[src/rtl/uart_pkg.sv]
// Shared UART receive definitions: FSM encodings, parity selectors,
// supported oversampling ratios, default byte width and a vote helper.
package uart_pkg;

   localparam int DATA_WIDTH_DEF = 8;

   localparam logic PAR_EVEN = 1'b0;
   localparam logic PAR_ODD  = 1'b1;

   localparam int PRESC_8  = 8;
   localparam int PRESC_16 = 16;
   localparam int PRESC_32 = 32;

   typedef enum logic [2:0] {
      ST_IDLE,
      ST_START,
      ST_DATA,
      ST_PARITY,
      ST_STOP
   } rx_state_e;

   // 2-of-3 majority
   function automatic logic maj3(input logic a, input logic b, input logic c);
      return (a & b) | (a & c) | (b & c);
   endfunction

endpackage

[src/rtl/uart_rx_deframer_if.sv]
// Serial line, frame configuration and parallel result of the UART
// receive deframer. master = line/config driver, slave = deframer.
interface uart_rx_deframer_if
   import uart_pkg::*;
#(
   parameter int DATA_WIDTH = DATA_WIDTH_DEF,
   parameter int PRESC_W    = 6
);
   logic                  RX_IN;
   logic [PRESC_W-1:0]    Prescale;
   logic                  PAR_EN;
   logic                  PAR_TYP;
   logic [DATA_WIDTH-1:0] P_DATA;
   logic                  Data_Valid;
   logic                  par_err;
   logic                  stp_err;

   modport master (
      output RX_IN, Prescale, PAR_EN, PAR_TYP,
      input  P_DATA, Data_Valid, par_err, stp_err
   );

   modport slave (
      input  RX_IN, Prescale, PAR_EN, PAR_TYP,
      output P_DATA, Data_Valid, par_err, stp_err
   );
endinterface

[src/rtl/uart_rx_edge_bit_cnt.sv]
// Oversample edge counter and bit counter for the UART receiver.
// clr marks the current cycle as edge 0 of a new frame (so the next
// cycle reads edge 1); en advances the count. wrap flags the last
// oversample cycle of the current bit.
module uart_rx_edge_bit_cnt #(
   parameter int PRESC_W = 6,
   parameter int BIT_W   = 4
) (
   input  logic               CLK,
   input  logic               RST,
   input  logic               clr,
   input  logic               en,
   input  logic [PRESC_W-1:0] presc,
   output logic [PRESC_W-1:0] edge_cnt,
   output logic [BIT_W-1:0]   bit_cnt,
   output logic               wrap
);
   logic [PRESC_W-1:0] edge_base;
   logic [BIT_W-1:0]   bit_base;

   // effective count this cycle: zero on the frame-start cycle
   always_comb begin
      edge_base = clr ? '0 : edge_cnt;
      bit_base  = clr ? '0 : bit_cnt;
      wrap      = (edge_base == presc - 1'b1);
   end

   // advance edge count, wrap at presc-1 and bump the bit count
   always_ff @(posedge CLK or negedge RST) begin
      if (!RST) begin
         edge_cnt <= '0;
         bit_cnt  <= '0;
      end else if (clr || en) begin
         if (wrap) begin
            edge_cnt <= '0;
            bit_cnt  <= bit_base + 1'b1;
         end else begin
            edge_cnt <= edge_base + 1'b1;
            bit_cnt  <= bit_base;
         end
      end
   end
endmodule

[src/rtl/uart_rx_deframer.sv]
// UART receive deframer: synchronizes RX_IN, detects the start edge,
// samples each bit mid-cell, shifts data LSB-first, checks parity and
// stop, and strobes Data_Valid with the byte on good frames.
// Optional macro UART_RX_MAJORITY_EN: 3-sample majority vote per bit
// instead of a single mid-cell sample (timing identical either way).
module uart_rx_deframer
   import uart_pkg::*;
#(
   parameter int DATA_WIDTH = DATA_WIDTH_DEF,
   parameter int PRESC_W    = 6
) (
   input logic               CLK,
   input logic               RST,
   uart_rx_deframer_if.slave bus
);
   localparam int BIT_W = $clog2(DATA_WIDTH + 4);

   rx_state_e             state;
   logic                  rx_m, rx_s, rx_d;
   logic [PRESC_W-1:0]    presc_q, half, cnt_presc;
   logic                  par_en_q, par_typ_q;
   logic [DATA_WIDTH-1:0] shreg;
   logic [PRESC_W-1:0]    edge_cnt;
   logic [BIT_W-1:0]      bit_cnt;
   logic                  wrap, start_det, at_smp, smp_bit;

   // two-flop synchronizer plus one delay stage for edge detection
   always_ff @(posedge CLK or negedge RST) begin
      if (!RST) begin
         rx_m <= 1'b1;
         rx_s <= 1'b1;
         rx_d <= 1'b1;
      end else begin
         rx_m <= bus.RX_IN;
         rx_s <= rx_m;
         rx_d <= rx_s;
      end
   end

   // falling edge only counts from a high line, so a stuck-low line after
   // a stop error cannot retrigger until it returns high
   assign start_det = (state == ST_IDLE) && rx_d && !rx_s;
   // the frame-start cycle has not latched Prescale yet
   assign cnt_presc = start_det ? bus.Prescale : presc_q;
   assign half      = presc_q >> 1;
   assign at_smp    = (edge_cnt == half + 1'b1);

   uart_rx_edge_bit_cnt #(.PRESC_W(PRESC_W), .BIT_W(BIT_W)) u_cnt (
      .CLK      (CLK),
      .RST      (RST),
      .clr      (start_det),
      .en       (state != ST_IDLE),
      .presc    (cnt_presc),
      .edge_cnt (edge_cnt),
      .bit_cnt  (bit_cnt),
      .wrap     (wrap)
   );

`ifdef UART_RX_MAJORITY_EN
   logic smp_a, smp_b;

   // capture the two samples leading up to the decision point
   always_ff @(posedge CLK or negedge RST) begin
      if (!RST) begin
         smp_a <= 1'b1;
         smp_b <= 1'b1;
      end else begin
         if (edge_cnt == half - 1'b1) smp_a <= rx_s;
         if (edge_cnt == half)        smp_b <= rx_s;
      end
   end

   assign smp_bit = maj3(smp_a, smp_b, rx_s);
`else
   assign smp_bit = rx_s;
`endif

   // frame FSM; every non-idle state also exits on a counter wrap so an
   // unsupported Prescale that never reaches the sample point cannot hang it
   always_ff @(posedge CLK or negedge RST) begin
      if (!RST) begin
         state          <= ST_IDLE;
         presc_q        <= '0;
         par_en_q       <= 1'b0;
         par_typ_q      <= 1'b0;
         shreg          <= '0;
         bus.P_DATA     <= '0;
         bus.Data_Valid <= 1'b0;
         bus.par_err    <= 1'b0;
         bus.stp_err    <= 1'b0;
      end else begin
         bus.Data_Valid <= 1'b0;
         case (state)
            ST_IDLE: begin
               if (start_det) begin
                  state       <= ST_START;
                  presc_q     <= bus.Prescale;
                  par_en_q    <= bus.PAR_EN;
                  par_typ_q   <= bus.PAR_TYP;
                  bus.par_err <= 1'b0;
                  bus.stp_err <= 1'b0;
               end
            end
            ST_START: begin
               if (at_smp && smp_bit) state <= ST_IDLE;
               else if (wrap)         state <= ST_DATA;
            end
            ST_DATA: begin
               if (at_smp) shreg <= {smp_bit, shreg[DATA_WIDTH-1:1]};
               if (wrap && bit_cnt == BIT_W'(DATA_WIDTH))
                  state <= par_en_q ? ST_PARITY : ST_STOP;
            end
            ST_PARITY: begin
               if (at_smp && (smp_bit != (^shreg ^ (par_typ_q == PAR_ODD))))
                  bus.par_err <= 1'b1;
               if (wrap) state <= ST_STOP;
            end
            ST_STOP: begin
               // leave at mid-stop so a following start edge is not missed
               if (at_smp) begin
                  state <= ST_IDLE;
                  if (!smp_bit) begin
                     bus.stp_err <= 1'b1;
                  end else if (!bus.par_err) begin
                     bus.Data_Valid <= 1'b1;
                     bus.P_DATA     <= shreg;
                  end
               end else if (wrap) begin
                  state <= ST_IDLE;
               end
            end
            default: state <= ST_IDLE;
         endcase
      end
   end
endmodule

[src/flat_wrapper.sv]
// flat-port wrapper written by rule: the top's interface ports become plain ports
module uart_rx_deframer_flat import uart_pkg::*;
#(
   parameter int DATA_WIDTH = DATA_WIDTH_DEF,
   parameter int PRESC_W    = 6
)
  (CLK, RST, bus_RX_IN, bus_Prescale, bus_PAR_EN, bus_PAR_TYP, bus_P_DATA, bus_Data_Valid, bus_par_err, bus_stp_err);
  uart_rx_deframer_if #(.DATA_WIDTH(DATA_WIDTH), .PRESC_W(PRESC_W)) bus_i ();
  input logic CLK;
  input logic RST;
  input wire logic [$bits(bus_i.RX_IN)-1:0] bus_RX_IN;
  input wire logic [$bits(bus_i.Prescale)-1:0] bus_Prescale;
  input wire logic [$bits(bus_i.PAR_EN)-1:0] bus_PAR_EN;
  input wire logic [$bits(bus_i.PAR_TYP)-1:0] bus_PAR_TYP;
  output wire logic [$bits(bus_i.P_DATA)-1:0] bus_P_DATA;
  output wire logic [$bits(bus_i.Data_Valid)-1:0] bus_Data_Valid;
  output wire logic [$bits(bus_i.par_err)-1:0] bus_par_err;
  output wire logic [$bits(bus_i.stp_err)-1:0] bus_stp_err;
  assign bus_i.RX_IN = bus_RX_IN;
  assign bus_i.Prescale = bus_Prescale;
  assign bus_i.PAR_EN = bus_PAR_EN;
  assign bus_i.PAR_TYP = bus_PAR_TYP;
  assign bus_P_DATA = bus_i.P_DATA;
  assign bus_Data_Valid = bus_i.Data_Valid;
  assign bus_par_err = bus_i.par_err;
  assign bus_stp_err = bus_i.stp_err;
  uart_rx_deframer #(.DATA_WIDTH(DATA_WIDTH), .PRESC_W(PRESC_W)) u_core (.CLK(CLK), .RST(RST), .bus(bus_i));
endmodule
[config.mk]
export PLATFORM = sky130hd
export DESIGN_NAME = uart_rx_deframer_flat
export DESIGN_NICKNAME = d
export VERILOG_FILES = /design/src/rtl/uart_pkg.sv /design/src/rtl/uart_rx_deframer_if.sv /design/src/rtl/uart_rx_edge_bit_cnt.sv /design/src/rtl/uart_rx_deframer.sv /design/src/flat_wrapper.sv
export SDC_FILE = /design/constraint.sdc
export NUM_CORES = 1
export LEC_CHECK = 0
export BUFFER_PORTS_ARGS = -buffer_cell sky130_fd_sc_hd__buf_2
export CAP_MARGIN = 0
export CORE_ASPECT_RATIO = 0.8
export CORE_UTILIZATION = 55
export CTS_BUF_LIST = sky130_fd_sc_hd__clkbuf_8
export CTS_CLUSTER_DIAMETER = 30
export DETAILED_ROUTE_END_ITERATION = 10
export GPL_ROUTABILITY_DRIVEN = 1
export MAX_ROUTING_LAYER = met4
export PLACE_DENSITY = 0.87
export RECOVER_POWER = 25
export SKIP_CTS_REPAIR_TIMING = 1
export SYNTH_ARGS = -nofsm -noshare
export SYNTH_HDL_FRONTEND = slang
export SYNTH_SLANG_ARGS = --single-unit
[constraint.sdc]
create_clock -name CLK -period 3.3 [get_ports CLK]
set_input_delay 0.99 -clock CLK [delete_from_list [all_inputs] [get_ports CLK]]
set_output_delay 0.99 -clock CLK [all_outputs]
set_load 0.01 [all_outputs]
[Yosys cells after proc, flatten, opt, wreduce, memory -nomap -nowiden]
Index checks and enable logic that the tools add are counted.
Word-level totals
  bits in read-only memories: 0
  memories kept: 0
  input port bits: 11
  output and inout port bits: 11
  register bits: 43
  logic and storage cells: 78
  bits in writable memories: 0
  bits in latches: 0
Cells by class
  magnitude comparators: 0
  shift-type cells: 0
  div/mod/pow operators: 0
  $mul: 0
  reductions and logical operators: 18
  equal/unequal tests: 16
  $add $sub $neg: 4
  bitwise operators: 2
  muxes and demuxes: 24
Operators with widths (count)
  2-to-1 mux 3 bit: 8
  2-to-1 mux 6 bit: 3
  one-hot mux 3 bit (5 select lines): 1
  == test 6 bit: 2
  2-to-1 mux 1 bit: 8
  2-to-1 mux 4 bit: 2
  != test 2 x 1 -> 1 bit, second input constant: 4
  AND reduction 4 bit: 2
  parity 8 bit: 1
  adder 5 x 1 -> 6 bit, second input constant: 1
  adder 6 x 1 -> 6 bit, second input constant: 1
  == test 3 x 2 -> 1 bit, second input constant: 2
  != test 3 x 1 -> 1 bit, second input constant: 2
  subtractor 6 x 1 -> 6 bit, second input constant: 1
  logical AND 1 bit: 5
  AND reduction 5 bit: 1
  adder 4 x 1 -> 4 bit, second input constant: 1
  == test 4 bit, second input constant: 1
  != test 2 bit, second input constant: 2
  one-hot mux 1 bit (2 select lines): 2
  AND reduction 2 bit: 2
  nonzero test 2 bit: 2
  == test 3 x 1 -> 1 bit, second input constant: 1
  == test 3 bit, second input constant: 1
  other kinds (8): 8

[Depth between registers and ports, before layout]
Gate-level depths: netlist of run 1.
  depth after elaboration: 9
  gate-level depth with buffers: 16
  mapped depth without buffers: 14

[Hierarchy]
From an unflattened synthesis of run 1, not the netlist that was laid out.
Second synthesis, totals
  cells, all modules: 228
  area, all modules: 2439.8 µm²
Modules (own cells, without submodules)
  uart_rx_deframer: instances 1, area an instance 1649.1 µm², cells an instance 136, seq. area each 829.5 µm²
  uart_rx_edge_bit_cnt: instances 1, area an instance 790.8 µm², cells an instance 92, seq. area each 250.2 µm²

[Worst setup path before layout of run 1]
OpenSTA, ideal clock, no wires.
  path kind: register to register
  start: reg u_core.state[1]
  end: reg u_core.state[1]
  arrival time: 3.300 ns
  setup time: 0.126 ns
  clock period less this slack: 3.426 ns
  path slack: -0.126 ns
  cell stages (with the launch flop): 17
  data required time: 3.174 ns
  path buffers: 2
  cell sequence: dfrtp_1 > buf_6 > or3_4 > nor2_4 > clkbuf_1 > nand2_1 > nand2_1 > inv_1 > ha_1 > nor3b_2 > xnor2_1 > nor4_2 > a22oi_1 > a311oi_4 > a211oi_2 > a21o_1 > a221o_1
On the way
  longest elaborated chain between the ends: 9
  elaborated cells between the ends (all ways): 19
  classes of those cells: add/sub (1); eq/ne (10); mux (3); reduce/logical (5)
RTL lines
  from (decl): line uart_rx_deframer.sv:18  | rx_state_e state;
  from (signal assigned): line uart_rx_deframer.sv:111  | state <= par_en_q ? ST_PARITY : ST_STOP;
  zero test 3 bit: line uart_rx_deframer.sv:42, uart_rx_deframer.sv:93
  logical AND 1 bit (2 in a row): line uart_rx_deframer.sv:42  | assign start_det = (state == ST_IDLE) && rx_d && !rx_s;
  2-to-1 mux 6 bit
  subtractor 6 x 1 -> 6 bit: line uart_rx_edge_bit_cnt.sv:25  | wrap = (edge_base == presc - 1'b1);
  == test 6 bit: line uart_rx_edge_bit_cnt.sv:25
  logical AND 1 bit: line uart_rx_deframer.sv:110  | if (wrap && bit_cnt == BIT_W'(DATA_WIDTH))
  != test 2 x 1 -> 1 bit (no line)
  AND reduction 5 bit (no line)
Parallel ways exist; a longest one is shown, timed or not.
A chain may end at the register's enable or synchronous reset.

[Final worst setup path of run 1]
  start: reg u_core.rx_d
  end: reg u_core.state[1]
On the way
  longest elaborated chain between the ends: 8
  elaborated cells between the ends (all ways): 13
  classes of those cells: add/sub (1); eq/ne (6); mux (2); reduce/logical (4)
RTL lines
  from (decl): line uart_rx_deframer.sv:19  | logic rx_m, rx_s, rx_d;
  from (signal assigned): line uart_rx_deframer.sv:36  | rx_d <= rx_s;
  logical AND 1 bit * (2 in a row): line uart_rx_deframer.sv:42
  2-to-1 mux 6 bit
  subtractor 6 x 1 -> 6 bit: line uart_rx_edge_bit_cnt.sv:25
  == test 6 bit: line uart_rx_edge_bit_cnt.sv:25
  logical AND 1 bit: line uart_rx_deframer.sv:110
  != test 2 x 1 -> 1 bit (no line)
  AND reduction 5 bit (no line) *
Every way passes the cells marked *; elsewhere a longest branch is shown, timed or not.

==> results.yml, run 1 <==
status:
  outcome: "finished, violations left"
  violations: "capacitance limit, slew limit"
floorplan:
  start_util_pct: 57.5
  rows: 21
  die_h_um: 61.3
  core_mm2: 0.00420
  die_w_um: 76.1
  ioPinCount: 22
  dieArea_mm2: 0.00467
timing:
  finalSetupViolations: 0
  slew_viol_final: 44
  post-route-min-period_ns: 3.11
  fin_hold_ws_ns: 0.359
  timing.fmax_mhz: 322
  rsz0062_at_grt: "no"
  slew_headroom_pct: -50.2
  setup_tns_ns: 0
  worst_pin_slew_ns: 2.25
  finalCritPeriodShare_pct: 94.2
  worst_slack_ns: 0.191
  hold_violations: 0
  clock_skew_ns: 0.00879
global_route:
  overflow: 0
  grt_pass1_vias: 1664
  track_usage_pct: 23.1
  grt_first_pass_wirelength_mm: 7.91
  grt_start_max_net_pins: 44
  antenna_found_initial: 0
cts:
  cts_tree: "built"
  cts_sinks: 43
  clk_latency_ns: 0.31
  cts_htree_levels: 2
  cts_made_buffers: 5
  path_clk_slew_ns: 0.08
  cts_buffer_depth: 2
  root_buffer: "clkbuf_8"
pwr:
  peakVddDrop_mv: 0.367
  p_seq_share_pct: 36.3
  p_per_area_mw_per_mm2: 844
  power_leakage_uw: 0.00126
  p_comb_share_pct: 45.0
  p_clk_share_pct: 18.7
  p_switching_uw: 919
  switching_share_pct: 39.8
  p_int_uw: 1390
yosys:
  ys.flop_type: "dfrtp_1"
  synth_top_area_share_pct: 41.4
  synth_edf_count: 0
  ys_top_cells_by_area: "dfrtp_1 (41%), xnor2_1 (8.7%), mux2_2 (7.4%), nand2_1 (6.4%), dfstp_2 (3.3%)"
  avgSynthCellArea_um2: 10.2
  ys_async_sr_fraction_pct: 100
  synth_seq_cells: 43
  netlist_area_mm2: 0.00242
  ys_warn_count: 0
  synth_cell_types: 49
  seq_area_frac_synth_pct: 44.6
  yosysTopAreaCell: "dfrtp_1"
  synth_fp_nets: 252
  synthCells: 237
worst_setup_path:
  crit_buf_inv: 1
  cp.required_ns: 3.49
  arrival_ns: 3.30
  cp-end-kind: "flip-flop"
  start_kind: "flip-flop"
  path_max_fanout: 6
  crit_slowest_cell: "dfstp_2"
  critPathMaxStageDelay_ns: 0.54
  cp_cell_sequence: "nor2b_2, nand2_2, nand2_1, nand2_1, inv_1, ha_2, or2b_1, xnor2_1, nor4_2, a22oi_1, a311oi_4, a211oi_2, a21o_1, a221o_1"
  path_delay_family: "compound AO/OA/AOI/OAI gates"
  crit_type: "flip-flop to flip-flop"
  ff2ff_setup_slack_ns: 0.19
  critPathMostFrequentCell: "nand2_1"
route:
  via_count: 1814
  drt-total-wl_mm: 4.93
  antenna_left: 0
  dr.first_iter.drc_count: 153
  wl_met1_mm: 2.21
  wl_met3_um: 308
  avgViaCountPerCell: 5.60
  routed.top_layer: "met4"
  met2_length_mm: 2.32
  dr.pass1.iters: 4
  drc: 0
  wl_per_cell_um: 15.2
finish:
  diodes: 0
  syn_to_final_growth_pct: 12.9
  fillers: 315
  drive_gt1_share_pct: 27.3
  nets: 281
  fin_cells: 324
placement:
  numPortBuffers: 21
  dp.cells: 315
  dp_hpwl_mm: 3.47
  pre_cts_slack_ns: 0.0564
  routabilityCongestion: 0.880
worst_hold_path:
  hold_class: "flip-flop to flip-flop"
flow_run:
  maxCapViolCount: 1
-- worst reg2reg max path: stages, from the launching register on --
cell and delay (ns):
dfstp_2 0.54, nor2b_2 0.21, nand2_2 0.13, nand2_1 0.10, nand2_1 0.07, inv_1 0.06, ha_2 0.18, or2b_1 0.24
xnor2_1 0.15, nor4_2 0.26, a22oi_1 0.15, a311oi_4 0.31, a211oi_2 0.13, a21o_1 0.20, a221o_1 0.29
-- sequential cells by signal, summed over array words and instances, names as in the netlist --
register / count
u_core.bus.P_DATA: 8
u_core.shreg: 8
u_core.presc_q: 6
u_core.u_cnt.edge_cnt: 6
u_core.u_cnt.bit_cnt: 4
u_core.state: 3
u_core.bus.Data_Valid: 1
u_core.bus.par_err: 1
u_core.bus.stp_err: 1
u_core.par_en_q: 1
u_core.par_typ_q: 1
u_core.rx_d: 1
u_core.rx_m: 1
u_core.rx_s: 1
-- placed cells by master, fill, tap and decap left out, types with 2 or more instances in the layout --
cell type,n
xor2_1,6
nor3_2,2
clkbuf_1,2
nor2b_1,2
a211oi_1,2
inv_1,4
nor4_2,2
and2_1,6
xnor2_1,24
buf_4,10
dfstp_2,3
clkbuf_8,6
o21ai_0,9
mux2_2,16
nand2_1,41
buf_2,20
o21a_1,2
or3_1,2
a21o_1,4
dfrtp_1,40
nor2_1,18
and3_1,2
nand3_1,9
ha_1,3
a21oi_1,3
-- power by group through the flow --
| stage | Sequential [uW] | Clock (uW) | Combinational (uW) |
|---|---|---|---|
| floorplan | 752 | 0 | 909 |
| global placement | 837 | 0 | 986 |
| detailed placement | 844 | 0 | 1020 |
| CTS | 834 | 437 | 1040 |
| global route | 857 | 456 | 1140 |
| finish | 838 | 430 | 1040 |
-- metal layers --
metal	track usage, %	vias up
met5	-	-
met4	8.79	0
met3	5.78	11
met2	36.1	65
met1	29.6	876
li1	-	862
-- kinds of logic (layout without fill, tap and decap cells) --
kind of cell	after synthesis	after routing	share of synthesized area, %
compound gates	29	29	8.95
flops	43	43	44.6
xor+xnor	30	30	10.9
simple gates	100	100	22.3
fa+ha+maj	4	4	2.07
buf+inv	14	44	3.26
mux	17	17	7.86
-- synth_stat cells, drive strengths merged, types with 3 or more instances --
library cell / n
a211oi: 3
a21o: 4
a21oi: 3
and2: 7
buf: 6
clkbuf: 4
dfrtp: 40
dfstp: 3
ha: 4
inv: 4
mux2: 16
nand2: 42
nand3: 9
nor2: 19
nor2b: 3
nor3: 3
nor4: 3
o21ai: 9
or3: 3
xnor2: 24
xor2: 6
-- stage by stage --
step | cell area [um^2] | total power, uW | utilization (%)
final | 2730 | 2310 | 65.0
after global routing | 2730 | 2450 | 65.0
after CTS | 2730 | 2310 | 64.9
after detailed placement | 2610 | 1870 | 62.1
after global placement | 2610 | 1820 | 62.1
after floorplan | 2430 | 1660 | -
-- final timing paths --
check                                 startpoint                             to  cells past startpoint
max in group asynchronous                    RST  u_core.presc_q[4]$_DFFE_PN0N_                      1
min reg2reg                u_core.rx_m$_DFF_PN1_          u_core.rx_s$_DFF_PN1_                      0
max                        u_core.rx_d$_DFF_PN1_    u_core.state[1]$_DFFE_PN0P_                     14
min                        u_core.rx_m$_DFF_PN1_          u_core.rx_s$_DFF_PN1_                      0
max reg2reg                u_core.rx_d$_DFF_PN1_    u_core.state[1]$_DFFE_PN0P_                     14
min in group asynchronous                    RST    u_core.state[2]$_DFFE_PN0P_                      1
-- final cells by class --
type	instances	area (um^2)	area share (%)
tap	57	71.3	2.61
inverter	4	15.0	0.550
clock buffer	6	82.6	3.02
sequential	43	1080	39.5
timing repair buffer	32	183	6.69
clock inverter	2	35.0	1.28
multi-input combinational	180	1260	46.3
Power figures use the tool's default switching activity.
==> run 2: changes to the inputs <==
--- a/config.mk
+++ b/config.mk
@@ -10,3 +10,3 @@
 export CORE_ASPECT_RATIO = 0.8
-export CORE_UTILIZATION = 55
+export CORE_UTILIZATION = 45
 export CTS_BUF_LIST = sky130_fd_sc_hd__clkbuf_8
@@ -16,3 +16,3 @@
 export MAX_ROUTING_LAYER = met4
-export PLACE_DENSITY = 0.87
+export PLACE_DENSITY = 0.75
 export RECOVER_POWER = 25
--- a/constraint.sdc
+++ b/constraint.sdc
@@ -3,2 +3,2 @@
 set_output_delay 0.99 -clock CLK [all_outputs]
-set_load 0.01 [all_outputs]
+set_load 0.05 [all_outputs]
==> results.yml, run 2 (synthesized netlist as in run 1, its figures left out) <==
worst_setup_path:
  arrival_ns: 3.25
  cp.depth: 13
  critPathMostFrequentCell: "nand2_1"
  path_max_fanout: 7
  start_kind: "flip-flop"
  cp-startpoint: "u_core.state[2]$_DFFE_PN0P_"
  crit_type: "flip-flop to flip-flop"
  crit_buf_inv: 1
  reg2reg_to: "u_core.state[1]$_DFFE_PN0P_"
  r2r_cells: 13
  r2r_start: "u_core.state[2]$_DFFE_PN0P_"
  critPathMaxStageDelay_ns: 0.47
  crit_path_end: "u_core.state[1]$_DFFE_PN0P_"
  cp_cell_sequence: "or3_4, nor2_4, nand2_1, nand2_1, inv_1, ha_2, xnor2_1, nor4_2, a22oi_1, a311oi_4, a211oi_2, a21o_1, a221o_1"
  ff2ff_setup_slack_ns: 0.23
  path_delay_family: "compound AO/OA/AOI/OAI gates"
  crit_slowest_cell: "dfrtp_1"
  cp.required_ns: 3.48
  cp-end-kind: "flip-flop"
placement:
  placed_cell_area_mm2: 0.00259
  dp_hpwl_mm: 3.47
  routabilityCongestion: 0.837
  numPortBuffers: 21
  dp.cells: 317
global_route:
  overflow: 0
  grt_start_max_net_pins: 44
  antenna_found_initial: 0
  grt_pass1_vias: 1657
  grt_first_pass_wirelength_mm: 7.96
  track_usage_pct: 18.8
timing:
  rsz0062_at_grt: "no"
  clock_skew_ns: 0.00289
  hold_violations: 0
  post-route-min-period_ns: 3.07
  worst_pin_slew_ns: 2.27
  fin_hold_ws_ns: 0.365
  finalCritPeriodShare_pct: 92.9
  timing.fmax_mhz: 326
  setup_tns_ns: 0
  slew_headroom_pct: -51.6
  slew_viol_final: 44
  finalSetupViolations: 0
route:
  drc: 0
  drt-total-wl_mm: 4.77
  dr.first_iter.drc_count: 125
  avgViaCountPerCell: 5.22
  via_count: 1701
  antenna_left: 0
  dr.pass1.iters: 4
  wl_per_cell_um: 14.6
cts:
  cts_buffer_depth: 2
  cts_tree: "built"
  clk_latency_ns: 0.30
  path_clk_slew_ns: 0.08
  root_buffer: "clkbuf_8"
  cts_sinks: 43
  cts_htree_levels: 2
  cts_made_buffers: 5
status:
  outcome: "finished, violations left"
  violations: "capacitance limit, slew limit"
pwr:
  p_int_uw: 1350
  p_seq_share_pct: 36.7
  power_leakage_uw: 0.00124
  switching_share_pct: 40.8
  p_switching_uw: 930
  p_clk_share_pct: 18.2
  power.total_uw: 2280
  p_comb_share_pct: 45.1
  peakVddDrop_mv: 0.325
  p_per_area_mw_per_mm2: 840
floorplan:
  die_h_um: 67.6
  core_mm2: 0.00509
  start_util_pct: 47.5
  die_w_um: 84.0
  rows: 23
  ioPinCount: 22
  dieArea_mm2: 0.00567
finish:
  seqCellArea_mm2: 0.00108
  nets: 278
  fillers: 445
  reg_top3: "u_core.bus.P_DATA (8), u_core.shreg (8)"
  fin_cells: 326
  syn_to_final_growth_pct: 12.2
  final_area_mm2: 0.00271
  diodes: 0
  layout_common_cells: "nand2_1 (41), dfrtp_1 (40), xnor2_1 (24)"
  multiInputGateArea_mm2: 0.00127
  drive_gt1_share_pct: 26.5
  layout_commonest_cell: "nand2_1"
flow_run:
  maxCapViolCount: 1
worst_hold_path:
  hold_class: "flip-flop to flip-flop"
-- run 2: cell count changes in the layout (fill, tap and decap cells not counted) --
| cell | before | now |
|---|---|---|
| buf_4 | 10 | 7 |
| clkinv_4 | 0 | 1 |
| clkbuf_8 | 6 | 5 |
| dfstp_1 | 0 | 1 |
| nand2b_2 | 0 | 1 |
| nand2b_1 | 1 | 0 |
| dfstp_2 | 3 | 2 |
-- run 2: worst min-delay path by stage --
stage / slack [ns] / to / cells after the start / start
global route: 0.37 / u_core.rx_s$_DFF_PN1_ / 0 / u_core.rx_m$_DFF_PN1_
global placement: 0.35 / u_core.rx_s$_DFF_PN1_ / 0 / u_core.rx_m$_DFF_PN1_
finish: 0.37 / u_core.rx_s$_DFF_PN1_ / 0 / u_core.rx_m$_DFF_PN1_
floorplan: 0.35 / u_core.rx_s$_DFF_PN1_ / 0 / u_core.rx_m$_DFF_PN1_
detailed placement: 0.35 / u_core.rx_s$_DFF_PN1_ / 0 / u_core.rx_m$_DFF_PN1_
CTS: 0.36 / u_core.rx_s$_DFF_PN1_ / 0 / u_core.rx_m$_DFF_PN1_
-- run 2: power groups by stage --
| stage | Sequential [uW] | Clock, uW | Combinational (uW) |
|---|---|---|---|
| after global placement | 839 | 0 | 993 |
| after global routing | 860 | 444 | 1140 |
| after floorplan | 762 | 0 | 909 |
| after CTS | 833 | 420 | 1030 |
| final | 837 | 414 | 1030 |
| after detailed placement | 843 | 0 | 1020 |
-- run 2: layout make-up --
type | instances | share of cell area (%)
multi-input cells | 180 | 46.7
flip-flops and latches | 43 | 39.8
well taps | 62 | 2.86
inverters | 4 | 0.554
clock inverters | 3 | 1.61
repair buffers | 29 | 5.90
clock buffers | 5 | 2.54
-- run 2: metrics by stage --
step	setup slack [ns]	util (%)
after global routing	0.0339	53.3
after floorplan	0.0883	-
after global placement	0.0948	50.9
after detailed placement	0.00589	50.9
final	0.234	53.3
after CTS	0.157	53.1
-- run 2: worst register-to-register path: stages, from the launching register on --
cell	delay, ns
dfrtp_1	0.47
or3_4	0.40
nor2_4	0.14
nand2_1	0.06
nand2_1	0.07
inv_1	0.05
ha_2	0.29
xnor2_1	0.14
nor4_2	0.24
a22oi_1	0.15
a311oi_4	0.31
a211oi_2	0.15
a21o_1	0.21
a221o_1	0.29
-- run 2: metal layers --
layer  up-vias  GRT usage (%)  wire (um)
met1       821           25.9       2500
met2        19           27.4       2110
met3         4           4.03        125
met4         0           6.47         32
met5         -              -          0
li1        857              -          -
==> run 3: changes to the inputs <==
- ABC_AREA: not set -> 1
- BUFFER_PORTS_ARGS: -buffer_cell sky130_fd_sc_hd__buf_2 -> -buffer_cell sky130_fd_sc_hd__clkbuf_2
- PLACE_DENSITY: 0.75 -> 0.72
- clock period: 3.3 -> 4 ns (I/O delays scaled with it)
==> results.yml, run 3 <==
finish:
  fillers: 521
  syn_to_final_growth_pct: 10.4
  drive_gt1_share_pct: 14.8
  layout_commonest_cell: "nand2_1"
  reg_top3: "u_core.bus.P_DATA (8), u_core.shreg (8)"
  nets: 359
  final_area_mm2: 0.00280
  layout_common_cells: "nand2_1 (91), inv_1 (53), dfrtp_1 (40)"
  diodes: 0
route:
  antenna_left: 0
  drt-total-wl_mm: 5.13
  wl_per_cell_um: 12.1
  drc: 0
  dr.first_iter.drc_count: 152
  avgViaCountPerCell: 4.94
  via_count: 2090
  dr.pass1.iters: 5
worst_setup_path:
  r2r_cells: 16
  path_max_fanout: 11
  reg2reg_to: "u_core.u_cnt.bit_cnt[2]$_DFFE_PN0P_"
  cp-end-kind: "flip-flop"
  r2r_start: "u_core.state[1]$_DFFE_PN0P_"
  ff2ff_setup_slack_ns: 0.63
  arrival_ns: 3.55
  cp.required_ns: 4.18
  start_kind: "flip-flop"
  crit_type: "flip-flop to flip-flop"
cts:
  root_buffer: "clkbuf_8"
  cts_buffer_depth: 2
  cts_made_buffers: 5
  cts_tree: "built"
  clk_latency_ns: 0.30
  path_clk_slew_ns: 0.08
  cts_htree_levels: 2
  cts_sinks: 43
pwr:
  p_per_area_mw_per_mm2: 693
  peakVddDrop_mv: 0.214
  power_leakage_uw: 0.00144
timing:
  slew_headroom_pct: -49.6
  rsz0062_at_grt: "no"
  post-route-min-period_ns: 3.37
  clock_skew_ns: 0.0117
  hold_violations: 0
  setup_tns_ns: 0
  finalCritPeriodShare_pct: 84.2
  timing.fmax_mhz: 297
  slew_viol_final: 43
  finalSetupViolations: 0
  worst_pin_slew_ns: 2.24
yosys:
  ys_top_cells_by_area: "dfrtp_1 (40%), nand2_1 (13%), inv_1 (7.9%), o21ai_0 (5.1%), nand3_1 (4.7%)"
  synthCells: 320
  ys_top_cells_by_count: "nand2_1 (88), inv_1 (53), dfrtp_1 (40), o21ai_0 (26), nand3_1 (24)"
  synthMostInstantiatedCell: "nand2_1"
  synth_top_area_share_pct: 39.5
  ys_warn_count: 0
  avgSynthCellArea_um2: 7.92
  netlist_area_mm2: 0.00253
  yosysTopAreaCell: "dfrtp_1"
  seq_area_frac_synth_pct: 42.6
  ys_async_sr_fraction_pct: 100
  synth_fp_nets: 335
  synth_seq_cells: 43
  ys.flop_type: "dfrtp_1"
  synth_cell_types: 28
  synth_edf_count: 0
flow_run:
  maxCapViolCount: 1
status:
  outcome: "finished, violations left"
  violations: "capacitance limit, slew limit"
floorplan:
  ioPinCount: 22
  die_h_um: 69.1
  die_w_um: 85.9
  dieArea_mm2: 0.00594
  start_util_pct: 46.6
  rows: 24
  core_mm2: 0.00544
global_route:
  grt_pass1_vias: 1821
  track_usage_pct: 19.2
  grt_start_max_net_pins: 43
  antenna_found_initial: 0
  overflow: 0
  grt_first_pass_wirelength_mm: 8.70
worst_hold_path:
  hold_class: "flip-flop to flip-flop"
  holdCritStartpoint: "u_core.rx_m$_DFF_PN1_"
  hold_path_end: "u_core.rx_s$_DFF_PN1_"
  whs_path_depth: 0
placement:
  dp_hpwl_mm: 3.70
  routabilityCongestion: 0.858
  numPortBuffers: 21
  placed_cell_area_mm2: 0.00271
## run 3: layer usage
metal  vias up  wire, um  GRT usage [%]
li1       1056         -              -
met1       966      2640           28.6
met2        61      2170           26.6
met3         7       256           3.59
met4         0        55           5.37
met5         -         0              -
## run 3: worst max path at each step
| stage | to | slack, ns | depth (start not counted) | from |
|---|---|---|---|---|
| 2_1_floorplan | u_core.state[1]$_DFFE_PN0P_ | 1.20 | 18 | bus_Prescale[0] |
| 3_3_place_gp | u_core.u_cnt.bit_cnt[2]$_DFFE_PN0P_ | 0.94 | 16 | bus_Prescale[0] |
| 3_5_place_dp | u_core.u_cnt.bit_cnt[2]$_DFFE_PN0P_ | 0.84 | 16 | bus_Prescale[0] |
| 4_1_cts | u_core.u_cnt.bit_cnt[2]$_DFFE_PN0P_ | 1.01 | 18 | u_core.rx_d$_DFF_PN1_ |
| 5_1_grt | u_core.u_cnt.bit_cnt[0]$_DFFE_PN0P_ | 0.39 | 16 | u_core.state[1]$_DFFE_PN0P_ |
| 6_report | u_core.u_cnt.bit_cnt[2]$_DFFE_PN0P_ | 0.63 | 16 | u_core.state[1]$_DFFE_PN0P_ |
## run 3: logic make-up after synthesis
kind of cell / share of synthesized area (%)
xor gates and xnor gates: 5.88
buffers and inverters: 10.4
and+or+nand+nor: 31.8
adders and majority gates: 1.98
AOI/OAI and AO/OA: 7.41
DFF: 42.6
## run 3: report_power, final
| part | switching [uW] | total (uW) | internal (uW) |
|---|---|---|---|
| combinational | 599 | 935 | 337 |
| sequential | 109 | 649 | 540 |
| clock | 153 | 355 | 202 |
| total | 860 | 1940 | 1080 |
## run 3: per-stage QoR
step	hold WS, ns	utilization, %	power (uW)	worst slack (ns)	instances
finish	0.363	51.5	1940	0.632	423
global route	0.369	51.5	2100	0.391	423
CTS	0.358	52.0	1960	1.01	423
detailed placement	0.347	49.9	1590	0.844	415
global placement	0.345	49.9	1580	0.944	415
floorplan	0.345	-	1410	1.20	320
## run 3: critical path, cell delays in order (launching register included)
cell and delay [ns]:
dfrtp_1 0.47, nor2_8 0.21, nand2_1 0.13, nor2_1 0.78, nand2_2 0.09, nand2_2 0.17, ha_1 0.24, nand3_1 0.10
nand3_1 0.09, nand2_1 0.06, nor2_1 0.10, nand2_1 0.11, nor2_4 0.13, nand2_2 0.18, nor2_2 0.19, nand2_1 0.08
xor2_1 0.14
## run 3: final cells by class
cell class / instances / area (um^2) / area share [%]
clock buffer: 6 / 82.6 / 2.95
clock inverter: 2 / 35.0 / 1.25
inverter: 54 / 229 / 8.18
multi-input combinational: 218 / 1160 / 41.5
sequential: 43 / 1080 / 38.6
tap: 78 / 97.6 / 3.49
timing repair buffer: 22 / 111 / 3.98
